## config.mk

```make
export PLATFORM = sky130hd
export DESIGN_NAME = game_renderer
export DESIGN_NICKNAME = d
export VERILOG_FILES = /design/src/rtl/game_pkg.sv /design/src/rtl/vga_timing.sv /design/src/rtl/game_renderer.sv
export SDC_FILE = /design/constraint.sdc
export NUM_CORES = 1
export LEC_CHECK = 0
export CAP_MARGIN = 40
export CORE_UTILIZATION = 57
export DETAILED_ROUTE_END_ITERATION = 12
export GPL_TIMING_DRIVEN = 0
export PLACE_DENSITY = 0.82
export SYNTH_ARGS = -nofsm -noshare
export SYNTH_HDL_FRONTEND = slang
export SYNTH_SLANG_ARGS = --single-unit
export TNS_END_PERCENT = 20
```

## constraint.sdc

```tcl
create_clock -name clk -period 4.2 [get_ports clk]
set_input_delay 0.84 -clock clk [delete_from_list [all_inputs] [get_ports clk]]
set_output_delay 0.84 -clock clk [all_outputs]
set_load 0.01 [all_outputs]
```

## src/rtl/game_pkg.sv

```systemverilog
// Shared VGA 640x480@60 timing constants, game state encoding, palette and
// object record used by the game renderer.
package game_pkg;

    localparam logic [9:0] H_ACTIVE     = 10'd640;
    localparam logic [9:0] H_TOTAL      = 10'd800;
    localparam logic [9:0] H_SYNC_START = 10'd656;
    localparam logic [9:0] H_SYNC_END   = 10'd751;
    localparam logic [9:0] V_ACTIVE     = 10'd480;
    localparam logic [9:0] V_TOTAL      = 10'd525;
    localparam logic [9:0] V_SYNC_START = 10'd490;
    localparam logic [9:0] V_SYNC_END   = 10'd491;

    typedef enum logic [1:0] {
        S_START = 2'd0,
        S_PLAY  = 2'd1,
        S_WIN   = 2'd2,
        S_LOSE  = 2'd3
    } game_state_t;

    localparam logic [23:0] C_BLACK   = 24'h000000;
    localparam logic [23:0] C_START   = 24'h202080;
    localparam logic [23:0] C_WIN     = 24'h00A000;
    localparam logic [23:0] C_LOSE    = 24'hA00000;
    localparam logic [23:0] C_BADBUL  = 24'hFF4000;
    localparam logic [23:0] C_GOODBUL = 24'h00FFFF;
    localparam logic [23:0] C_PLAYER  = 24'h2060FF;
    localparam logic [23:0] C_ENEMY   = 24'hFF20A0;
    localparam logic [23:0] C_SHIELD  = 24'hFFFFFF;
    localparam logic [23:0] C_PBAR    = 24'h00FF00;
    localparam logic [23:0] C_EBAR    = 24'hFF0000;

    // flags[0] is squat for sprites and exists for bullets; flags[1] is shield
    localparam int F_SQUAT  = 0;
    localparam int F_ISE    = 0;
    localparam int F_SHIELD = 1;

    typedef struct packed {
        logic [10:0] x;
        logic [9:0]  y;
        logic [1:0]  flags;
    } obj_t;

    function automatic obj_t make_obj(input logic [10:0] x, input logic [9:0] y,
                                      input logic [1:0] flags);
        obj_t o;
        o.x     = x;
        o.y     = y;
        o.flags = flags;
        return o;
    endfunction

endpackage

```

## src/rtl/vga_timing.sv

```systemverilog
// 640x480@60 pixel/line counters with raw (unregistered) sync and blank,
// advancing once per pixel enable.
module vga_timing
    import game_pkg::*;
(
    input  logic       clk,
    input  logic       rst_n,
    input  logic       pix_en,
    output logic [9:0] h_cnt,
    output logic [9:0] v_cnt,
    output logic       hsync,
    output logic       vsync,
    output logic       blank_n
);

    always_ff @(posedge clk or negedge rst_n) begin
        if (!rst_n) begin
            h_cnt <= '0;
            v_cnt <= '0;
        end else if (pix_en) begin
            if (h_cnt == H_TOTAL - 10'd1) begin
                h_cnt <= '0;
                v_cnt <= (v_cnt == V_TOTAL - 10'd1) ? 10'd0 : v_cnt + 10'd1;
            end else begin
                h_cnt <= h_cnt + 10'd1;
            end
        end
    end

    assign hsync   = !((h_cnt >= H_SYNC_START) && (h_cnt <= H_SYNC_END));
    assign vsync   = !((v_cnt >= V_SYNC_START) && (v_cnt <= V_SYNC_END));
    assign blank_n = (h_cnt < H_ACTIVE) && (v_cnt < V_ACTIVE);

endmodule

```

## src/rtl/game_renderer.sv

```systemverilog
// Game renderer: per-frame shadow of game-control outputs, rectangle hit tests
// and colour mux in a 3-stage pixel pipeline. Define RENDER_HP_BAR_EN for HP bars.
module game_renderer
    import game_pkg::*;
#(
    parameter int SPR_W  = 32,
    parameter int SPR_H  = 48,
    parameter int BUL_SZ = 8
) (
    input  logic               clk,
    input  logic               rst_n,
    input  logic               i_pix_en,
    input  logic [1:0]         i_state,
    input  logic signed [10:0] i_player_x,
    input  logic signed [10:0] i_enemy_x,
    input  logic signed [10:0] i_goodbullet_x,
    input  logic signed [10:0] i_badbullet_x,
    input  logic signed [9:0]  i_player_y,
    input  logic signed [9:0]  i_enemy_y,
    input  logic signed [9:0]  i_goodbullet_y,
    input  logic signed [9:0]  i_badbullet_y,
    input  logic [1:0]         i_player_hp,
    input  logic [1:0]         i_enemy_hp,
    input  logic               i_player_shield,
    input  logic               i_enemy_shield,
    input  logic               i_player_squat,
    input  logic               i_enemy_squat,
    input  logic               i_goodbullet_isE,
    input  logic               i_badbullet_isE,
    output logic               o_hsync,
    output logic               o_vsync,
    output logic               o_blank_n,
    output logic [7:0]         o_r,
    output logic [7:0]         o_g,
    output logic [7:0]         o_b,
    output logic               o_frame_start
);

    localparam logic signed [11:0] SPR_W_S  = 12'(SPR_W);
    localparam logic signed [11:0] SPR_H_S  = 12'(SPR_H);
    localparam logic signed [11:0] SPR_HF_S = 12'(SPR_H / 2);
    localparam logic signed [11:0] BUL_S    = 12'(BUL_SZ);

    function automatic logic signed [11:0] sext_x(input logic [10:0] x);
        return {x[10], x};
    endfunction

    function automatic logic signed [11:0] sext_y(input logic [9:0] y);
        return {{2{y[9]}}, y};
    endfunction

    function automatic logic covers(input logic signed [11:0] px, input logic signed [11:0] py,
                                    input logic signed [11:0] x0, input logic signed [11:0] y0,
                                    input logic signed [11:0] w, input logic signed [11:0] ht);
        return (px >= x0) && (px < x0 + w) && (py >= y0) && (py < y0 + ht);
    endfunction

    // Squatting keeps the feet row fixed: the top moves down by half the height.
    function automatic logic sprite_hit(input obj_t o, input logic signed [11:0] px,
                                        input logic signed [11:0] py);
        logic signed [11:0] top;
        logic signed [11:0] ht;
        top = sext_y(o.y);
        ht  = SPR_H_S;
        if (o.flags[F_SQUAT]) begin
            top = top + SPR_HF_S;
            ht  = SPR_HF_S;
        end
        return covers(px, py, sext_x(o.x), top, SPR_W_S, ht);
    endfunction

    function automatic logic bullet_hit(input obj_t o, input logic signed [11:0] px,
                                        input logic signed [11:0] py);
        return o.flags[F_ISE] && covers(px, py, sext_x(o.x), sext_y(o.y), BUL_S, BUL_S);
    endfunction

    // ---- Stage 0: counters, raw sync/blank, shadow registers ----
    logic [9:0] h_cnt_p0;
    logic [9:0] v_cnt_p0;
    logic       hsync_p0;
    logic       vsync_p0;
    logic       blank_n_p0;

    vga_timing u_timing (
        .clk     (clk),
        .rst_n   (rst_n),
        .pix_en  (i_pix_en),
        .h_cnt   (h_cnt_p0),
        .v_cnt   (v_cnt_p0),
        .hsync   (hsync_p0),
        .vsync   (vsync_p0),
        .blank_n (blank_n_p0)
    );

    logic        shadow_load;
    game_state_t sh_state;
    obj_t        sh_player;
    obj_t        sh_enemy;
    obj_t        sh_good;
    obj_t        sh_bad;
    logic [1:0]  sh_player_hp;
    logic [1:0]  sh_enemy_hp;
    logic        frame_start_q;

    assign shadow_load = i_pix_en && (h_cnt_p0 == 10'd0) && (v_cnt_p0 == V_ACTIVE);

    always_ff @(posedge clk or negedge rst_n) begin
        if (!rst_n) begin
            sh_state      <= S_START;
            sh_player     <= '0;
            sh_enemy      <= '0;
            sh_good       <= '0;
            sh_bad        <= '0;
            sh_player_hp  <= 2'd3;
            sh_enemy_hp   <= 2'd3;
            frame_start_q <= 1'b0;
        end else begin
            frame_start_q <= shadow_load;
            if (shadow_load) begin
                sh_state     <= game_state_t'(i_state);
                sh_player    <= make_obj(i_player_x, i_player_y, {i_player_shield, i_player_squat});
                sh_enemy     <= make_obj(i_enemy_x, i_enemy_y, {i_enemy_shield, i_enemy_squat});
                sh_good      <= make_obj(i_goodbullet_x, i_goodbullet_y, {1'b0, i_goodbullet_isE});
                sh_bad       <= make_obj(i_badbullet_x, i_badbullet_y, {1'b0, i_badbullet_isE});
                sh_player_hp <= i_player_hp;
                sh_enemy_hp  <= i_enemy_hp;
            end
        end
    end

    logic signed [11:0] px_p0;
    logic signed [11:0] py_p0;
    logic               bad_hit_p0;
    logic               good_hit_p0;
    logic               player_hit_p0;
    logic               enemy_hit_p0;
    logic               pbar_hit_p0;
    logic               ebar_hit_p0;

    assign px_p0         = $signed({2'b00, h_cnt_p0});
    assign py_p0         = $signed({2'b00, v_cnt_p0});
    assign bad_hit_p0    = bullet_hit(sh_bad, px_p0, py_p0);
    assign good_hit_p0   = bullet_hit(sh_good, px_p0, py_p0);
    assign player_hit_p0 = sprite_hit(sh_player, px_p0, py_p0);
    assign enemy_hit_p0  = sprite_hit(sh_enemy, px_p0, py_p0);

`ifdef RENDER_HP_BAR_EN
    logic [11:0] h12_p0;
    logic [11:0] pbar_end_p0;
    logic [11:0] ebar_start_p0;
    logic        bar_row_p0;

    // 32 pixels per HP point; hp=0 collapses both ranges to empty
    assign h12_p0        = {2'b00, h_cnt_p0};
    assign pbar_end_p0   = 12'd16 + {5'b00000, sh_player_hp, 5'b00000};
    assign ebar_start_p0 = 12'd592 - {5'b00000, sh_enemy_hp, 5'b00000};
    assign bar_row_p0    = (v_cnt_p0 >= 10'd8) && (v_cnt_p0 <= 10'd15);
    assign pbar_hit_p0   = bar_row_p0 && (h12_p0 >= 12'd16) && (h12_p0 < pbar_end_p0);
    assign ebar_hit_p0   = bar_row_p0 && (h12_p0 >= ebar_start_p0) && (h12_p0 <= 12'd591);
`else
    assign pbar_hit_p0 = 1'b0;
    assign ebar_hit_p0 = 1'b0;
`endif

    // ---- Stage 1: registered hit flags and sync/blank ----
    logic        hsync_p1;
    logic        vsync_p1;
    logic        blank_n_p1;
    game_state_t state_p1;
    logic        bad_hit_p1;
    logic        good_hit_p1;
    logic        player_hit_p1;
    logic        enemy_hit_p1;
    logic        pbar_hit_p1;
    logic        ebar_hit_p1;
    logic        player_shield_p1;
    logic        enemy_shield_p1;

    always_ff @(posedge clk or negedge rst_n) begin
        if (!rst_n) begin
            hsync_p1   <= 1'b1;
            vsync_p1   <= 1'b1;
            blank_n_p1 <= 1'b0;
            state_p1   <= S_START;
        end else if (i_pix_en) begin
            hsync_p1   <= hsync_p0;
            vsync_p1   <= vsync_p0;
            blank_n_p1 <= blank_n_p0;
            state_p1   <= sh_state;
        end
    end

    always_ff @(posedge clk) begin
        if (i_pix_en) begin
            bad_hit_p1       <= bad_hit_p0;
            good_hit_p1      <= good_hit_p0;
            player_hit_p1    <= player_hit_p0;
            enemy_hit_p1     <= enemy_hit_p0;
            pbar_hit_p1      <= pbar_hit_p0;
            ebar_hit_p1      <= ebar_hit_p0;
            player_shield_p1 <= sh_player.flags[F_SHIELD];
            enemy_shield_p1  <= sh_enemy.flags[F_SHIELD];
        end
    end

    logic [23:0] pix_rgb_p1;

    always_comb begin
        pix_rgb_p1 = C_BLACK;
        case (state_p1)
            S_START: pix_rgb_p1 = C_START;
            S_WIN:   pix_rgb_p1 = C_WIN;
            S_LOSE:  pix_rgb_p1 = C_LOSE;
            S_PLAY: begin
                if (pbar_hit_p1)        pix_rgb_p1 = C_PBAR;
                else if (ebar_hit_p1)   pix_rgb_p1 = C_EBAR;
                else if (bad_hit_p1)    pix_rgb_p1 = C_BADBUL;
                else if (good_hit_p1)   pix_rgb_p1 = C_GOODBUL;
                else if (player_hit_p1) pix_rgb_p1 = player_shield_p1 ? C_SHIELD : C_PLAYER;
                else if (enemy_hit_p1)  pix_rgb_p1 = enemy_shield_p1 ? C_SHIELD : C_ENEMY;
                else                    pix_rgb_p1 = C_BLACK;
            end
            default: pix_rgb_p1 = C_BLACK;
        endcase
    end

    // ---- Stage 2: registered colour and outputs ----
    logic        hsync_p2;
    logic        vsync_p2;
    logic        blank_n_p2;
    logic [23:0] rgb_p2;

    always_ff @(posedge clk or negedge rst_n) begin
        if (!rst_n) begin
            hsync_p2   <= 1'b1;
            vsync_p2   <= 1'b1;
            blank_n_p2 <= 1'b0;
            rgb_p2     <= '0;
        end else if (i_pix_en) begin
            hsync_p2   <= hsync_p1;
            vsync_p2   <= vsync_p1;
            blank_n_p2 <= blank_n_p1;
            rgb_p2     <= blank_n_p1 ? pix_rgb_p1 : 24'h000000;
        end
    end

    assign o_hsync       = hsync_p2;
    assign o_vsync       = vsync_p2;
    assign o_blank_n     = blank_n_p2;
    assign o_r           = rgb_p2[23:16];
    assign o_g           = rgb_p2[15:8];
    assign o_b           = rgb_p2[7:0];
    assign o_frame_start = frame_start_q;

endmodule

```

## After elaboration in Yosys (flattened, before gate mapping)

Index checks and enable logic that the tools add are counted.

- Logic and storage cells: 108
- Register bits after elaboration: 151
- Output and inout port bits: 28

- Equal/unequal tests: 6
- Multiplexer cells: 14
- Magnitude comparators: 22
- Add/sub/neg operators: 12
- Reductions and logical operators: 24

Operator list:

| operator | number |
|---|---|
| $mux 24 | 6 |
| $pmux 24 s4 | 1 |
| $lt 11x12->1 | 6 |
| $ge 11x11->1 | 4 |
| $add 11x5->12 const B | 2 |
| $add 11x7->12 const B | 2 |
| $add 12x12->12 | 2 |
| $ge 11x12->1 | 2 |
| $mux 12 | 2 |
| $add 10x5->11 const B | 2 |
| $add 10x6->11 const B | 2 |
| $ge 11x10->1 | 2 |
| $lt 11x11->1 | 2 |
| $add 10x1->10 const B | 2 |
| $eq 10x10->1 const B | 2 |
| $mux 10 | 2 |
| $logic_and 1x1->1 | 19 |
| $mux 16 | 1 |
| $mux 6 | 2 |
| $eq 10x9->1 const B | 1 |
| $ge 10x10->1 const B | 1 |
| $ge 10x9->1 const B | 1 |
| $le 10x10->1 const B | 1 |
| $le 10x9->1 const B | 1 |
| other kinds (8) | 10 |

## Longest topological paths before layout

- Depth after elaboration: 7
- Depth in mapped cells: 16
- Depth with buffers taken out: 16

## Hierarchy

A second synthesis with hierarchy kept.

- Cells, all modules: 1061
- Area total of the unflattened synthesis: 9919.5 um2

Modules (own cells, without submodules):

| module | area each (um2) | instances | cells an instance |
|---|---|---|---|
| game_renderer | 8775.9 | 1 | 935 |
| vga_timing | 1143.6 | 1 | 126 |

## Worst setup path after synthesis

Ideal clock, no wire load.

- Path kind: reg-to-reg
- From: reg sh_player[6] (netlist name)
- To: reg player_hit_p1, data pin
- Setup time: 158 ps
- Cell stages (with the launch flop): 17
- Path slack: 1143 ps
- Clock period less this slack: 3057 ps
- Arrival time: 2899 ps
- Cells stage by stage: dfrtp_1 > inv_1 > ha_1 > nand2_1 > o21ai_0 > ha_1 > o21ai_0 > a21oi_1 > nor2_1 > xor2_1 > ha_1 > and4_1 > a31oi_1 > a21oi_1 > or3_1 > o32a_1 > a211oi_2

- Word-level cells in the longest chain between the ends: 5

RTL lines:

| what | line | RTL |
|---|---|---|
| start: declaration | game_renderer.sv:97 | `obj_t sh_player;` |
| start signal: assignment | game_renderer.sv:121 | `sh_player <= make_obj(i_player_x, i_player_y, {i_player_shield, i_player_squat});` |
| $add 10x6->11 | game_renderer.sv:66 | `top = top + SPR_HF_S;` |
| $mux 12 (*) | game_renderer.sv:65 | `if (o.flags[F_SQUAT]) begin` |
| $add 12x12->12 or $ge 11x12->1 (tied branches) | game_renderer.sv:55 | `return (px >= x0) && (px < x0 + w) && (py >= y0) && (py < y0 + ht);` |
| $lt 11x12->1 or $logic_and 1x1->1 (tied branches) | game_renderer.sv:55 |  |
| $logic_and 1x1->1 (*) | game_renderer.sv:55 |  |
| net player_hit_p0 | game_renderer.sv:135 | `logic player_hit_p0;` |
| end signal: assignment | game_renderer.sv:197 | `player_hit_p1 <= player_hit_p0;` |
| end: declaration | game_renderer.sv:172 | `logic player_hit_p1;` |

Mark *: on every way through the listed nets, which the timed path passes. The rest lies on a longest branch.
A chain may end at the register's enable or synchronous reset.

## Final worst setup path

- From: reg sh_enemy[5] (netlist name)
- To: reg enemy_hit_p1, data pin

- Word-level cells in the longest chain between the ends: 5

RTL lines:

| what | line | RTL |
|---|---|---|
| start: declaration | game_renderer.sv:98 | `obj_t sh_enemy;` |
| start signal: assignment | game_renderer.sv:122 | `sh_enemy <= make_obj(i_enemy_x, i_enemy_y, {i_enemy_shield, i_enemy_squat});` |
| $add 10x6->11 | game_renderer.sv:66 |  |
| $mux 12 (*) | game_renderer.sv:65 |  |
| $add 12x12->12 or $ge 11x12->1 (tied branches) | game_renderer.sv:55 |  |
| $lt 11x12->1 or $logic_and 1x1->1 (tied branches) | game_renderer.sv:55 |  |
| $logic_and 1x1->1 (*) | game_renderer.sv:55 |  |
| net enemy_hit_p0 | game_renderer.sv:136 | `logic enemy_hit_p0;` |
| end signal: assignment | game_renderer.sv:198 | `enemy_hit_p1 <= enemy_hit_p0;` |
| end: declaration | game_renderer.sv:173 | `logic enemy_hit_p1;` |

Marked as above.

==> summary.txt <==
Synthesis
  • FF+latch count, synth: roughly 140
  • Yosys warning count: 0
  • Net Count, Synth: ~1,300
  • Commonest register cell after synthesis: dfrtp_1
  • Post-synth top area share: 32.0%
  • FFs w/ async S/R, synth: roughly 96%
  • Count of cell types in the netlist: 73
  • Syn Area/Cell: about 9.5 sq um
  • Mapped cell area: just under 10,000 sq um
  • Seq/Total Area, Yosys: 34.9%
  • Syn Inst Count: between 1,000 and 1,500
  • Area leader, netlist: dfrtp_1
  • Synth top area cells: dfrtp_1, ha_1, xnor2_1
  • Post-synth EDFFs: 6

Timing
  • Achievable Freq: about 270 MHz
  • Final worst slack: between 400 and 500 ps
  • Max-slew violation count: 0
  • Worst-Margin Slew: 753 ps
  • Final Hold Fails: 0
  • Slew headroom: between 40% and 50%
  • Setup violators final: 0
  • Skew final: ~9.4 ps
  • RSZ-0062 raised after global routing: no
  • Post-layout minimum cycle time: approximately 3800 ps
  • Hold Worst Slack: about 370 ps
  • Period utilization: between 80% and 90%

CTS
  • Cts hold-fix bufs: 0
  • CTS Buf Count: 17
  • Maximum clock path buffer count: 2
  • Clock slew at reported path FFs: about 60 ps
  • Post-CTS setup buffers: 0
  • CTS resizes: 0
  • H-tree Lvls: 4
  • CTS tree: built
  • Clock latency on the worst-skew pair: around 430 ps
  • Clk Tree Root Cell: clkbuf_16
  • Sink Count: ~140

Place
  • HPWL Detailed: around 18 mm
  • Placer congestion estimate: between 0.8 and 0.9
  • DP Cell Count: 1,393
  • Dpl ws: 620 ps
  • DP Area: about 11,000 sq um
  • Count of buffers from port buffering: 122

Route
  • Drt via density: 5.85
  • Drc violations: 0
  • Vias post-DR: approximately 8,300
  • Routed wire length: 24.6 mm
  • Starting DRT DRC Count: roughly 440
  • DR WL/cell: 17.3 um
  • Post-DRT Antenna Nets: 0
  • First-pass DRT Iterations: 7

Layout
  • Antenna cells: 0
  • Post-route cell area: 12,100 sq um
  • Util after Layout: between 70% and 80%
  • Area Growth Syn to Fin: 21.6%
  • Commonest non-fill, non-tap cells in the layout: ha_1, dfrtp_1, clkdlybuf4s50_1
  • Sequential Area: around 3500 sq um
  • Nets: about 1,400
  • Final cell count without fillers: approximately 1,400
  • Most common cell after layout, fill and taps aside: ha_1
  • Fillers: ~1,300
  • Multi-input gate area: approximately 6000 sq um
  • Share of cells above drive strength 1: 9.21%

Power and ir drop
  • PwrDens: between 200 and 300 nW/um^2
  • Peak supply drop: 0.000320 V
  • Leak: 5.86 nW

GRT
  • GR Util met1: ~38%
  • Routing usage on met2: about 48%
  • Antenna violations before repair: 0
  • Largest net degree at the start of global routing: between 70 and 80
  • Grt peak-use layer: met2
  • Tot GR Track Use: 29.1%
  • GRT Residual Overflow: 0
  • Met3 global-route usage: under 10%
  • First-pass GRT wire length: ~41 mm
  • Number of global-route vias before repair: between 8,000 and 9,000

Critical path
  • Reg2Reg Launch Point: sh_enemy[5]
  • Crit-path max FO: 3
  • Crit path DAT: 3940 ps
  • CP Data Required Time: between 4000 and 5000 ps
  • Crit Path Category: reg2reg
  • R2R Path End: enemy_hit_p1
  • Setup crit end kind: flip-flop
  • CP dominant cell by count: o21ai_0
  • Worst Path Buf+Inv: 1
  • Max incr delay on CP: roughly 470 ps
  • CP delay by family, top: compound AO/OA/AOI/OAI gates
  • R2R Setup Slk: roughly 430 ps
  • R2R depth: 16
  • Critical path's slowest cell: a211oi_1
  • Critical-path cell list: inv_1 -> ha_1 -> nand2_1 -> o21ai_0 -> ha_1 -> o21ai_0 -> o21ai_0 -> nor2_1 -> xnor2_1 -> ha_1 -> o21ai_0 -> o21bai_1 -> a21o_1 -> a221oi_1 -> o211ai_1 -> a211oi_1
  • Worst setup SP type: flip-flop

Floorplanning
  • Die H: approximately 130 um
  • CORE AREA: ~17,000 sq um
  • Row count: between 40 and 50
  • Die Area: between 15,000 and 20,000 sq um
  • Initial Util: roughly three fifths
  • Die X: between 100 and 150 um
  • Io pins: around 130

Worst hold path
  • Hold Crit Class: in2async

Outcome
  • Status: complete, no violations

Flow run
  • Max-Cap Viols: 0
[worst max-delay path by stage]
stage,end,startpoint,cells past startpoint
final,enemy_hit_p1,sh_enemy[5],16
after global routing,enemy_hit_p1,sh_enemy[5],16
after CTS,enemy_hit_p1,sh_enemy[5],16
after detailed placement,enemy_hit_p1,sh_enemy[5],16
after global placement,sh_player[8],rst_n,1
after floorplan,player_hit_p1,sh_player[6],16
[layer usage]
metal  vias to the layer above  wire [um]  share of wire [%]
met5                         -          0                  0
met4                         0        889                3.6
met3                        68       1270                5.2
met2                       274      11500                 47
met1                      3974      11000                 44
li1                       4023          -                  -
[final cells by class]
type                    count  share of cell area (%)
well taps                 220                    2.28
repair buffers            123                    10.4
clock inverters            11                    1.20
clock buffers              21                    3.90
inverters                  91                    2.83
multi-input cells         781                    48.5
flip-flops and latches    137                    28.7
plain buffers              41                    2.21
[Yosys cell counts (all sizes together) (3+ instances only)]
library cell and n:
and3 8, and4 5, nand3 33, nor3 21
a31oi 5, mux2i 4, o31a 3, clkbuf 5
nor2 40, o211ai 8, xor2 12, nand3b 5
o21a 13, a22oi 4, ha 151, nand4 21
o31ai 8, a211oi 13, xnor2 55, mux2 34
inv 91, a21oi 40, a211o 5, dfrtp 127
o2111ai 4, a21o 16, o2bb2ai 3, buf 36
o21ai 110, nor4 7, edfxtp 6, nor2b 9
nor3b 3, nand2 102, dfstp 4, nand2b 11
[power by group]
group | switching [mW] | leakage, nW | internal (mW)
Combinational | 0.260 | 4.04 | 0.280
Clock | 0.590 | 0.295 | 0.979
Sequential | 0.125 | 1.53 | 1.36
Total | 0.975 | 5.86 | 2.62
[stage by stage]
step | TNS (ps) | power [mW]
floorplan | 0 | 1.79
global placement | -358780 | 2.01
detailed placement | 0 | 2.04
CTS | 0 | 3.60
global route | 0 | 3.74
finish | 0 | 3.59
[flip-flops by register name (all words and copies together) (netlist names), 2 cells and up]
register,cells
sh_enemy,23
sh_player,23
u_timing.v_cnt,10
u_timing.h_cnt,10
rgb_p2,10
state_p1,2
sh_good,22
sh_state,2
sh_bad,22
[logic make-up after synthesis]
| logic type | synth area share (%) |
|---|---|
| compound gates | 15.7 |
| mux | 4.26 |
| simple gates | 14.1 |
| xor+xnor | 5.91 |
| fa+ha+maj | 19.0 |
| flops | 34.9 |
| buf+inv | 6.12 |
No activity file was read; power rests on OpenSTA's default activity.
